File: src/rtl/gps_uart_rx.sv
// gps_uart_rx
// Receives 8N1 UART bytes (LSB first) from the GPS module and hands each
// correctly framed byte to the GPS byte buffer. data_valid is held high for
// VALID_CYCLES cycles, because the buffer synchronises it into another clock
// domain and detects a level rather than a single-cycle pulse.
//
// Ports:
//   clock_50mhz   in   single clock, all logic on its rising edge
//   reset_n       in   asynchronous active-low reset
//   rx            in   raw asynchronous UART line, idles high
//   data[7:0]     out  last correctly framed byte, held until the next one
//   data_valid    out  high for VALID_CYCLES cycles after each good byte
//   framing_error out  sticky, set on a bad stop bit, cleared by a good byte
//   busy          out  high whenever the receiver is not idle

module gps_uart_rx #(
   parameter int CLKS_PER_BIT = 5208,
   parameter int VALID_CYCLES = 16
) (
   input  logic       clock_50mhz,
   input  logic       reset_n,
   input  logic       rx,
   output logic [7:0] data,
   output logic       data_valid,
   output logic       framing_error,
   output logic       busy
);

   localparam int VW = $clog2(VALID_CYCLES + 1);
   localparam logic [12:0]   HALF_M1   = 13'(CLKS_PER_BIT / 2 - 1);
   localparam logic [12:0]   BIT_M1    = 13'(CLKS_PER_BIT - 1);
   localparam logic [VW-1:0] VALID_LD  = VW'(VALID_CYCLES);
   localparam logic [VW-1:0] VALID_ONE = VW'(1);

   typedef enum logic [2:0] {
      ST_IDLE,
      ST_START,
      ST_DATA,
      ST_STOP,
      ST_BREAK
   } state_t;

   state_t        state_q, state_d;
   logic          rx_meta_q, rx_meta_d;
   logic          rx_s_q, rx_s_d;
   logic          armed_q, armed_d;
   logic [12:0]   cnt_q, cnt_d;
   logic [2:0]    bit_idx_q, bit_idx_d;
   logic [7:0]    shreg_q, shreg_d;
   logic [7:0]    data_q, data_d;
   logic          framing_error_q, framing_error_d;
   logic [VW-1:0] valid_cnt_q, valid_cnt_d;
   logic          busy_q, busy_d;

   // Next-state logic: synchroniser, arming, receive FSM and valid stretcher.
   always_comb begin
      state_d         = state_q;
      cnt_d           = cnt_q;
      bit_idx_d       = bit_idx_q;
      shreg_d         = shreg_q;
      data_d          = data_q;
      framing_error_d = framing_error_q;

      // Two-flop synchroniser; nothing else looks at rx directly.
      rx_meta_d = rx;
      rx_s_d    = rx_meta_q;

      // Once the line has been seen idle the receiver may accept a start bit.
      armed_d = armed_q | rx_s_q;

      // Stretcher runs on its own; a good stop bit below overrides the decrement.
      valid_cnt_d = (valid_cnt_q != '0) ? valid_cnt_q - VALID_ONE : '0;

      case (state_q)
         ST_IDLE: begin
            if (!rx_s_q && armed_q) begin
               state_d = ST_START;
               cnt_d   = '0;
            end
         end
         ST_START: begin
            if (cnt_q == HALF_M1) begin
               // Line back high at mid-start means it was only a glitch.
               if (rx_s_q) begin
                  state_d = ST_IDLE;
               end else begin
                  state_d   = ST_DATA;
                  cnt_d     = '0;
                  bit_idx_d = '0;
               end
            end else begin
               cnt_d = cnt_q + 13'd1;
            end
         end
         ST_DATA: begin
            if (cnt_q == BIT_M1) begin
               shreg_d[bit_idx_q] = rx_s_q;
               cnt_d = '0;
               if (bit_idx_q == 3'd7) begin
                  state_d = ST_STOP;
               end else begin
                  bit_idx_d = bit_idx_q + 3'd1;
               end
            end else begin
               cnt_d = cnt_q + 13'd1;
            end
         end
         ST_STOP: begin
            if (cnt_q == BIT_M1) begin
               cnt_d = '0;
               if (rx_s_q) begin
                  data_d          = shreg_q;
                  framing_error_d = 1'b0;
                  valid_cnt_d     = VALID_LD;
                  state_d         = ST_IDLE;
               end else begin
                  framing_error_d = 1'b1;
                  state_d         = ST_BREAK;
               end
            end else begin
               cnt_d = cnt_q + 13'd1;
            end
         end
         ST_BREAK: begin
            // A low stop bit may be the start of a break; wait for idle.
            if (rx_s_q) begin
               state_d = ST_IDLE;
            end
         end
         default: begin
            state_d = ST_IDLE;
         end
      endcase

      busy_d = (state_d != ST_IDLE);
   end

   // All state registers, including the registered outputs.
   always_ff @(posedge clock_50mhz or negedge reset_n) begin
      if (!reset_n) begin
         rx_meta_q       <= 1'b1;
         rx_s_q          <= 1'b1;
         armed_q         <= 1'b0;
         state_q         <= ST_IDLE;
         cnt_q           <= '0;
         bit_idx_q       <= '0;
         shreg_q         <= '0;
         data_q          <= '0;
         framing_error_q <= 1'b0;
         valid_cnt_q     <= '0;
         busy_q          <= 1'b0;
      end else begin
         rx_meta_q       <= rx_meta_d;
         rx_s_q          <= rx_s_d;
         armed_q         <= armed_d;
         state_q         <= state_d;
         cnt_q           <= cnt_d;
         bit_idx_q       <= bit_idx_d;
         shreg_q         <= shreg_d;
         data_q          <= data_d;
         framing_error_q <= framing_error_d;
         valid_cnt_q     <= valid_cnt_d;
         busy_q          <= busy_d;
      end
   end

   assign data          = data_q;
   assign data_valid    = (valid_cnt_q != '0);
   assign framing_error = framing_error_q;
   assign busy          = busy_q;

endmodule

File: config.mk
export PLATFORM = sky130hd
export DESIGN_NAME = gps_uart_rx
export DESIGN_NICKNAME = d
export VERILOG_FILES = /design/src/rtl/gps_uart_rx.sv
export SDC_FILE = /design/constraint.sdc
export NUM_CORES = 1
export LEC_CHECK = 0
export ABC_AREA = 1
export CAP_MARGIN = 20
export CELL_PAD_IN_SITES_DETAIL_PLACEMENT = 1
export CELL_PAD_IN_SITES_GLOBAL_PLACEMENT = 2
export CORE_ASPECT_RATIO = 1.75
export CORE_MARGIN = 8
export CORE_UTILIZATION = 39
export CTS_BUF_LIST = sky130_fd_sc_hd__clkbuf_8
export DETAILED_ROUTE_END_ITERATION = 6
export GPL_ROUTABILITY_DRIVEN = 0
export HOLD_SLACK_MARGIN = 0.15
export MAX_ROUTING_LAYER = met4
export PLACE_DENSITY = 0.92
export SLEW_MARGIN = 5
export SYNTH_ARGS = -nofsm -noshare
export SYNTH_HDL_FRONTEND = slang
export SYNTH_SLANG_ARGS = --single-unit
export TNS_END_PERCENT = 1
File: constraint.sdc
create_clock -name clock_50mhz -period 4.7 [get_ports clock_50mhz]
set_clock_uncertainty 0.05 [all_clocks]
set_input_delay 0.47 -clock clock_50mhz [delete_from_list [all_inputs] [get_ports clock_50mhz]]
set_output_delay 0.47 -clock clock_50mhz [all_outputs]
set_load 0.02 [all_outputs]
=== After elaboration in Yosys (flattened, before gate mapping) ===
Cells that the tools add are included.

* Register bits: 45
* Latch bits: 0
* Bits in writable memories: 0
* Bits in read-only memories: 0
* Input port bits: 3
* Output and inout port bits: 11
* Logic and storage cells: 71
* Memories: 0

* Add/subtract/negate cells: 3
* $mul: 0
* Divide/modulo/power cells: 0
* Magnitude comparators: 2
* Equal/unequal tests: 13
* Shift operators: 0
* Muxes and demuxes: 27
* Bitwise logic cells: 1
* Reduce and logical (&&, ||, !) cells: 14

{| class="wikitable"
|+ Operator list
! kind !! number
|-
| $mux W13 || 4
|-
| $pmux W13 S3 || 1
|-
| $mux W3 || 11
|-
| $mux W5 || 4
|-
| $pmux W3 S5 || 1
|-
| $add A13 B1 Y13 const B || 1
|-
| $eq A13 B12 Y1 const B || 1
|-
| $eq A13 B13 Y1 const B || 1
|-
| $ne A2 B2 Y1 const B || 5
|-
| $bwmux W8 || 1
|-
| $eq A3 B2 Y1 const B || 2
|-
| $eq A3 B3 Y1 const B || 2
|-
| $pmux W3 S2 || 1
|-
| $reduce_and A3 Y1 || 2
|-
| $reduce_bool A3 Y1 || 2
|-
| $reduce_and A5 Y1 || 1
|-
| $reduce_bool A5 Y1 || 1
|-
| $sub A5 B1 Y5 const B || 1
|-
| $lt A3 B4 Y1 const B || 1
|-
| $reduce_and A2 Y1 || 2
|-
| $add A3 B1 Y3 const B || 1
|-
| $demux W1 S3 || 1
|-
| $eq A3 B1 Y1 const B || 1
|-
| $ge A3 B1 Y1 const B || 1
|-
| other kinds (9) || 11
|}

=== Depth between registers and ports, before layout ===
Gate-level depths: netlist of the first run.

* Depth after elaboration: 5
* Mapped depth: 12
* Mapped depth without buffers: 11

=== Worst setup path after synthesis of the first run ===
Ideal clock, no wire load.

* Kind: register to register
* Start point: register cnt_q[0]
* End point: register valid_cnt_q[3]
* Data arrival time: 1.436 ns
* Data required time: 4.537 ns
* Setup slack: 3.101 ns
* Cell stages (with the launch flop): 11
* Buffers on the path: 2
* Period minus slack after synthesis: 1.599 ns
* Cell sequence: dfrtp_1 -> ha_1 -> buf_4 -> nand2_1 -> nor2_2 -> nand4_4 -> nor2_8 -> inv_4 -> buf_6 -> nand3b_2 -> inv_2

* Longest elaborated chain between the ends: 3

{| class="wikitable"
|+ RTL lines
! what !! line !! source
|-
| start: declaration || 47 || <nowiki>logic [12:0] cnt_q, cnt_d;</nowiki>
|-
| start signal: assignment || 157 || <nowiki>cnt_q <= cnt_d;</nowiki>
|-
| $eq A13 B13 Y1 || 109 || <nowiki>if (cnt_q == BIT_M1) begin</nowiki>
|-
| $mux W5 || 109 ||
|-
| $mux W5 || 74 || <nowiki>case (state_q)</nowiki>
|-
| via valid_cnt_d[3] || 52 || <nowiki>logic [VW-1:0] valid_cnt_q, valid_cnt_d;</nowiki>
|-
| end signal: assignment || 162 || <nowiki>valid_cnt_q <= valid_cnt_d;</nowiki>
|-
| end: declaration || 52 ||
|}

The timed path passes the listed nets, and every way through them passes these cells.
A chain may end at the register's enable or synchronous reset.

=== Final worst setup path of the first run ===
* Start point: register valid_cnt_q[0]
* End point: output data_valid

* Longest elaborated chain between the ends: 1

{| class="wikitable"
|+ RTL lines
! what !! line !! source
|-
| $reduce_bool A5 Y1 || 168 || <nowiki>assign data_valid = (valid_cnt_q != '0);</nowiki>
|-
| end: declaration || 24 || <nowiki>output logic data_valid,</nowiki>
|}

Every way passes these cells.

==> run metrics, run 1 <==
outcome finished, final reports clean; #FFs+latches synth 45; CP delay by family, top buffers and inverters; Starting Density between 30% and 40%; clock power share between 20% and 30%; n_diodes 0; Fin Setup TNS 0 ps; via count 2333; Power Internal roughly 0.00058 W; Clock Tree Root clkbuf_8; P_leak between 1 and 1.5 nW; IO buf count 13; Critical Path Max Stage Delay approximately 630 ps; Detail Route Antenna Nets 0; largest cells by area after synthesis dfrtp_1, nand2_1, nand3_1, nor2_1, inv_1; post-synth top area share between 40% and 50%; Hold Violations, Final 0; first-pass detailed-route iteration total 4; MaxCap Viol Count 0; CTS H-tree lvls 2; Ys Warns 0; initial antenna violation count 0; DRT iter0 DRCs 62; Post-Synthesis Cell Area 2650 sq um; post-layout util 43.2%; RSZ-0062 raised after global routing false; Syn Area/Cell approximately 7.4 sq um; Buf/Inv on CP 3; Slew Limit Fails 0; Synth Instances 360; HP Class reg2reg; DR WL/cell between 10 and 15 microns; routing usage on met3 2.51%; Core Area roughly 6700 sq um; CTS tree built; Die Ht ~130 microns; HPWL after detailed placement between 5000 and 6000 microns; number of enable flip-flop cells after synthesis 0; Critical Path, Cell by Cell inv_1, ha_1, nand2_1, nor2_1, inv_1, clkdlybuf4s50_1; Layout Cells excl Fill around 450; global-route wire length before repair roughly 12000 microns; global route overflow 0; met1 usage between 10% and 20%; die width around 78 microns; number of CTS-inserted buffers 5; crit path max fanout 4; row cnt 40; Overall Power approximately 0.00087 W; dpl cells 445; final layout net count about 380; WS Path Type reg2out; final wirelength approximately 6600 microns; layout cell share with drive strength beyond 1 a little over a tenth; worst path required time ~4200 ps; GRT Overall Usage between 10% and 20%; GRT Max-Usage Layer met2; count leader, synth nand2_1; sequential area share after synthesis 42.6%; worst-margin pin slew ~480 ps; Final Cell Area 2890 sq um; maximum vdd drop 289 uV; Seq pwr share about 54%; Post-synth top flop dfrtp_1; Via density around 5.1; Max transition margin around two thirds; Area growth syn-to-layout 9.26%; Sw Ratio between 30% and 40%; CP Launch Type flip-flop; Skew-Pair Late Insertion Delay ~300 ps; Commonest cells post-synth nand2_1, nand3_1, dfrtp_1; Critical Path AT between 1500 and 2000 ps; Final setup viols 0; CTS sink count between 40 and 50; Synth area leader dfrtp_1; NetSw just under 0.0003 W; clock buffer depth 2; Post-DP Area 2790 sq um; Cell Pwr Density about 300 nW/um^2; syn nets between 300 and 400; Peak Freq 422 MHz; largest net degree at the start of global routing 46; fin crit share between 50% and 60%; Die Area around 9800 sq um; vias in the first global route ~2500; CP Capture Type output port; DRC 0; Distinct cells, synth 31; Comb pwr share ~19%; Tmin final 2370 ps; FFs w/ async S/R, synth 100%; # IOs 14; met2 usage ~28%; slowest CP cell clkdlybuf4s50_1; clock transition at the registers of the reported paths approximately 80 ps; most used cell, CP inv_1
## worst paths after layout
kind | endpoint | startpoint | slack (ps) | cells after the start
max in group asynchronous | rx_s_q | reset_n | 3520 | 3
min in group asynchronous | bit_idx_q[0] | reset_n | 530 | 2
setup reg to reg | cnt_q[12] | cnt_q[0] | 2760 | 8
setup / recovery | data_valid | valid_cnt_q[0] | 2330 | 6
hold reg to reg | rx_s_q | rx_meta_q | 310 | 0
hold / removal | rx_s_q | rx_meta_q | 310 | 0
## cell usage in the layout (no fill, tap or decap)
cell type          n
a21oi_1            3
buf_12             1
buf_2              1
clkbuf_8           5
clkdlybuf4s50_1   12
clkinv_2           1
dfrtp_1           43
dfstp_2            2
dlygate4sd3_1      1
ha_1               4
inv_1             35
inv_2             10
inv_4              1
nand2_1          113
nand2_2            2
nand3_1           45
nand3_2            1
nand3b_2           1
nand4_1           16
nand4_4            1
nor2_1            42
nor2_2             5
nor2_4             3
nor2_8             1
nor3_1             5
o211ai_1           2
o21ai_0            3
o21ai_1            1
o21ai_2            3
o21bai_1           1
or2_2              1
xnor2_1            1
xor2_1             4
## what timing repair did
action | in CTS | in global routing
gates resized for setup | 0 | 0
hold endpoints to repair | 0 | 11
hold buffers | 0 | 1
buffers inserted | 0 | 0
## layer usage
| layer | vias up | wire (microns) | part of all wire (%) |
|---|---|---|---|
| met1 | 1144 | 2410 | 37 |
| met2 | 30 | 3860 | 59 |
| met5 | - | 0 | 0 |
| met3 | 9 | 195 | 3.0 |
| met4 | 0 | 115 | 1.7 |
| li1 | 1150 | - | - |
## layout make-up
type	count	area [sq um]
timing repair buffer	15	155
clock inverter	2	8.76
inverter	45	171
multi-input combinational	258	1260
clock buffer	5	68.8
fill	868	3810
sequential	45	1130
tap	84	105
## state kept, by name, indices dropped and copies added, names as in the netlist
signal,cells
data,8
framing_error,1
rx_s_q,1
bit_idx_q,3
state_q,3
cnt_q,13
rx_meta_q,1
busy,1
shreg_q,8
armed_q,1
valid_cnt_q,5
## cell families after synthesis
family          share of synthesized area (%)
simple gates                             40.7
fa+ha+maj                                1.89
flops                                    42.6
buf+inv                                  9.97
xor+xnor                                 1.65
compound gates                           3.16
## power groups by stage
stage          clock network, W  registers (W)  logic (W)
6_report               0.000228       0.000475   0.000170
3_3_place_gp                  0       0.000481   0.000165
3_5_place_dp                  0       0.000482   0.000169
2_1_floorplan                 0       0.000442   0.000184
4_1_cts                0.000241       0.000475   0.000169
5_1_grt                0.000252       0.000481   0.000198
## per-stage QoR
step	hold WS (ps)	worst slack [ps]
detailed placement	297	2630
global placement	297	2750
finish	308	2330
CTS	313	2290
global route	316	2220
floorplan	124	3100
## worst reg2reg max path: cells and delay by family, from the launching register on
family	cells	cell delay, ps
fa+ha+maj	1	340
simple gates	7	990
flops	1	450
Power figures use the tool's default switching activity.
==> run 2, diff against run 1 <==
- CORE_UTILIZATION: 39 -> 36
- PLACE_DENSITY: 0.92 -> 0.86
- clock period: 4.7 -> 2.4 ns (I/O delays scaled with it)
==> run 2 against run 1 <==
Combinational power is 98% higher. Sequential power is 96% higher. Utilization is 2.8 points lower. Via count is 0.30% higher. Sequential cell count stayed put. Critical path type unchanged. Largest cell class unchanged. Highest routed layer unchanged.
==> run metrics, run 2 (same netlist as run 1, synthesis figures left out) <==
GRT Max-Usage Layer met2; HP Class in2reg; CTS tree built; Starting Density a little under two fifths; Hold Violations, Final 0; Die Ht about 130 microns; crit path max fanout 4; Critical Path Max Stage Delay approximately 620 ps; CTS H-tree lvls 2; routing usage on met3 around 2.1%; fin crit share a little under 90%; Peak Freq between 400 and 500 MHz; HPWL after detailed placement ~5400 microns; clock buffer depth 2; slowest CP cell clkdlybuf4s50_1; Max transition margin approximately 69%; CP Capture Type output port; global route overflow 0; met2 usage 28.6%; most used cell, CP inv_1; origin of the critical flop-to-flop path cnt_q[0]; Critical Path, Cell by Cell inv_1, ha_1, nand2_1, nor2_1, inv_1, clkdlybuf4s50_1; commonest non-fill, non-tap cell in the layout nand2_1; Worst Setup EP data_valid; Sw Ratio between 30% and 40%; # IOs 14; GRT Overall Usage between 10% and 20%; vias in the first global route ~2500; DR WL/cell around 15 microns; DRT iter0 DRCs 24; Worst Reg-to-Reg Cells 10; Comb pwr share between 10% and 20%; # fillers ~920; Skew-Pair Late Insertion Delay between 300 and 400 ps; Post-CTS Resized 0; global-route wire length before repair around 12000 microns; CP Launch Type flip-flop; WP depth 6; clock transition at the registers of the reported paths about 90 ps; CTS sink count 45; via count between 2000 and 2500; FF-to-FF End bit_idx_q[0]; first-pass detailed-route iteration total 4; Final setup viols 0; clock power share between 20% and 30%; Power Internal roughly 0.0011 W; Core Area about 7000 sq um; largest net degree at the start of global routing 34; most frequent cells in the layout nand2_1, nand3_1, dfrtp_1, nor2_1, inv_1; worst-margin pin slew between 400 and 500 ps; Critical Path AT 1820 ps; RSZ-0062 raised after global routing false; cts hold-fix bufs 1; smallest hold slack 279 ps; dpl cells between 400 and 500; maximum vdd drop 397 uV; Layout Cells excl Fill about 460; Cell Pwr Density around 610 nW/um^2; Via density roughly 5.1; number of CTS-inserted buffers 5; Detail Route Antenna Nets 0; Seq pwr share 53.0%; initial antenna violation count 0; WS Path Type reg2out; R2R Setup Slk between 400 and 500 ps; Clock Tree Root clkbuf_8; NetSw slightly above 0.0006 W; final layout net count approximately 380; crit path from valid_cnt_q[0]; CP delay by family, top buffers and inverters; IO buf count 13; row cnt slightly above 40; final wirelength 6930 microns; die width around 80 microns; Die Area around 10000 sq um; met1 usage between 10 and 15%; Setup Buffers After CTS 0; Area growth syn-to-layout 9.40%; Fin Setup TNS 0 ps; Overall Power about 0.0018 W; Tmin final ~2100 ps; MaxCap Viol Count 0; worst path required time 2110 ps; n_diodes 0; layout cell share with drive strength beyond 1 roughly 11%; Buf/Inv on CP 3; DRC 0; outcome finished, final reports clean; P_leak about 1.4 nW; Reg with most FFs cnt_q; Slew Limit Fails 0; max reg flops 13
run 2: cell type report:
class | count | area, sq um | share of cell area, %
clock buffer | 5 | 68.8 | 2.37
clock inverter | 3 | 22.5 | 0.777
inverter | 45 | 171 | 5.92
multi-input combinational | 258 | 1260 | 43.4
sequential | 45 | 1130 | 38.9
tap | 86 | 108 | 3.71
timing repair buffer | 15 | 143 | 4.92
run 2: worst min path at each step:
stage | end | from | slack (ps) | depth (start not counted)
final | rx_meta_q | rx | 280 | 1
after global routing | rx_meta_q | rx | 280 | 1
after CTS | rx_meta_q | rx | 270 | 1
after detailed placement | data[2] | reset_n | 140 | 1
after global placement | data[2] | reset_n | 130 | 1
after floorplan | armed_q | reset_n | -110 | 0
run 2: power by group through the flow:
stage                     Combinational [W]  Sequential (W)  Clock, W
after floorplan                    0.000360        0.000865         0
after global placement             0.000335        0.000941         0
after detailed placement           0.000340        0.000944         0
after CTS                          0.000343        0.000930  0.000510
after global routing               0.000392        0.000942  0.000532
final                              0.000337        0.000929  0.000488
run 2: per-layer routing:
metal / part of all wire [%] / vias to the layer above
li1: - / 1159
met1: 36 / 1144
met2: 59 / 24
met3: 2.6 / 13
met4: 2.3 / 0
met5: 0 / -
run 2: per-stage QoR:
step	setup WS (ps)	util, %	cell area, sq um
2_1_floorplan	801	-	2650
3_5_place_dp	474	38.9	2800
6_report	292	40.3	2900
4_1_cts	251	40.3	2900
5_1_grt	144	40.3	2900
3_3_place_gp	521	38.9	2800
==> run 3, diff against run 2 <==
- CAP_MARGIN: 20 -> 10
- HOLD_SLACK_MARGIN: 0.15 -> not set
- PLACE_DENSITY: 0.86 -> 0.79
==> run 3 against run 2 <==
Cell count fell by 0.22%. Critical endpoint unchanged. Sequential cell count unchanged. Combinational power shrank 1%. Total power fell by 0.48%. Sequential power barely moved. Global-route usage fell by 0.21 points. Setup slack got worse by 33 ps. Critical path depth is the same. Clock power fell by 1%. Final area is essentially flat. Utilization about the same.
==> run metrics, run 3 (same netlist as run 1, synthesis figures left out) <==
clock power share between 20% and 30%; fin crit share between 80% and 90%; clock transition at the registers of the reported paths around 80 ps; CP Launch Type flip-flop; die width 80.8 microns; CTS H-tree lvls 2; vias in the first global route between 2000 and 2500; IO buf count 13; Final setup viols 0; Max transition margin 48.7%; Critical Path, Cell by Cell inv_1, ha_1, nand2_1, nor2_1, inv_1, clkdlybuf4s50_1; final layout net count between 300 and 400; P_leak around 1.4 nW; Worst Reg-to-Reg Cells 10; Final Cell Area roughly 2900 sq um; via count about 2300; Tmin final 2140 ps; CP delay by family, top buffers and inverters; HP Class in2reg; origin of the critical flop-to-flop path cnt_q[0]; crit path from valid_cnt_q[0]; number of CTS-inserted buffers 5; Skew-Pair Late Insertion Delay 300 ps; # fillers 932; CTS sink count 45; first-pass detailed-route iteration total 4; # IOs 14; DRC 0; Die Area about 10000 sq um; row cnt 41; initial antenna violation count 0; outcome finished, final reports clean; Reg with most FFs cnt_q; Cell Pwr Density 603 nW/um^2; commonest non-fill, non-tap cell in the layout nand2_1; Detail Route Antenna Nets 0; Setup Buffers After CTS 0; MaxCap Viol Count 0; Post-DP Area approximately 2800 sq um; RSZ-0062 raised after global routing false; WP depth 6; most frequent cells in the layout nand2_1, nand3_1, dfrtp_1, nor2_1, inv_1; DR WL/cell approximately 15 microns; Die Ht about 130 microns; NetSw between 0.0005 and 0.0006 W; CTS tree built; Area growth syn-to-layout 9.35%; Critical Path AT between 1500 and 2000 ps; Via density 5.04; R2R Setup Slk about 540 ps; GRT Overall Usage roughly 15%; crit path max fanout 4; worst-margin pin slew 769 ps; max reg flops 13; global route overflow 0; largest net degree at the start of global routing 35; Sw Ratio between 30% and 40%; Slew Limit Fails 0; Peak Freq 467 MHz; WS Path Type reg2out; Clock Tree Root clkbuf_8; final wirelength approximately 6800 microns; global-route wire length before repair between 10000 and 15000 microns; n_diodes 0; Worst Setup EP data_valid; worst path required time 2110 ps; Buf/Inv on CP 3; Power Internal 0.00116 W; Core Area approximately 7000 sq um; Comb pwr share about a fifth; slowest CP cell clkdlybuf4s50_1; HPWL after detailed placement ~5400 microns; most used cell, CP inv_1; Fin Setup TNS 0 ps; Seq pwr share between 50% and 60%; Starting Density a little under two fifths; Critical Path Max Stage Delay approximately 630 ps; FF-to-FF End bit_idx_q[2]; DRT iter0 DRCs 58; CP Capture Type output port; layout cell share with drive strength beyond 1 10.8%; maximum vdd drop 361 uV; Hold Violations, Final 0; clock buffer depth 2
[run 3: cell type report]
cell class,count,area (sq um),area share [%]
repair buffers,15,143,4.92
well taps,86,108,3.71
inverters,45,171,5.92
clock inverters,1,7.51,0.259
clock buffers,6,82.6,2.85
multi-input cells,258,1260,43.4
flip-flops and latches,45,1130,39.0
[run 3: worst reg2reg max path, cell delays in order (launching register included)]
cell	delay, ps
dfrtp_1	430
ha_1	320
inv_1	70
nor2_1	150
nand2_1	70
nor2_1	140
nand3_1	150
o21ai_2	140
nand2_1	120
nand2_1	70
nand2_1	40
[run 3: timing repair]
item                      in CTS  in global routing
hold endpoints to repair      31                  0
hold buffers                   1                  0
gates resized for setup        0                  0
[run 3: stage by stage]
| step | std cells | power, W | util (%) | setup slack (ps) | hold WS, ps |
|---|---|---|---|---|---|
| floorplan | 360 | 0.00123 | - | 801 | -106 |
| global placement | 448 | 0.00128 | 38.9 | 596 | 297 |
| detailed placement | 448 | 0.00128 | 38.9 | 565 | 305 |
| CTS | 456 | 0.00178 | 40.3 | 223 | 282 |
| global route | 456 | 0.00187 | 40.3 | 136 | 291 |
| finish | 456 | 0.00175 | 40.3 | 259 | 293 |
[run 3: worst min path at each step]
| stage | startpoint | endpoint | slack (ps) | depth (start not counted) |
|---|---|---|---|---|
| after global routing | rx | rx_meta_q | 290 | 1 |
| after CTS | rx | rx_meta_q | 280 | 1 |
| after floorplan | reset_n | armed_q | -110 | 0 |
| after detailed placement | rx_meta_q | rx_s_q | 300 | 0 |
| after global placement | rx_meta_q | rx_s_q | 300 | 0 |
| final | rx | rx_meta_q | 290 | 1 |
[run 3: power groups by stage]
stage | registers, W | clock network, W | logic [W]
global placement | 0.000948 | 0 | 0.000335
floorplan | 0.000865 | 0 | 0.000360
CTS | 0.000932 | 0.000506 | 0.000339
detailed placement | 0.000947 | 0 | 0.000337
global route | 0.000945 | 0.000532 | 0.000392
finish | 0.000931 | 0.000482 | 0.000333
[run 3: per-layer routing]
metal / up-vias / GRT usage, % / share of wire (%) / routed length [microns]
met3: 11 / 2.15 / 3.0 / 204
met2: 24 / 28.5 / 58 / 3920
met4: 0 / 5.50 / 2.1 / 140
li1: 1158 / - / - / -
met5: - / - / 0 / 0
met1: 1105 / 14.3 / 37 / 2530
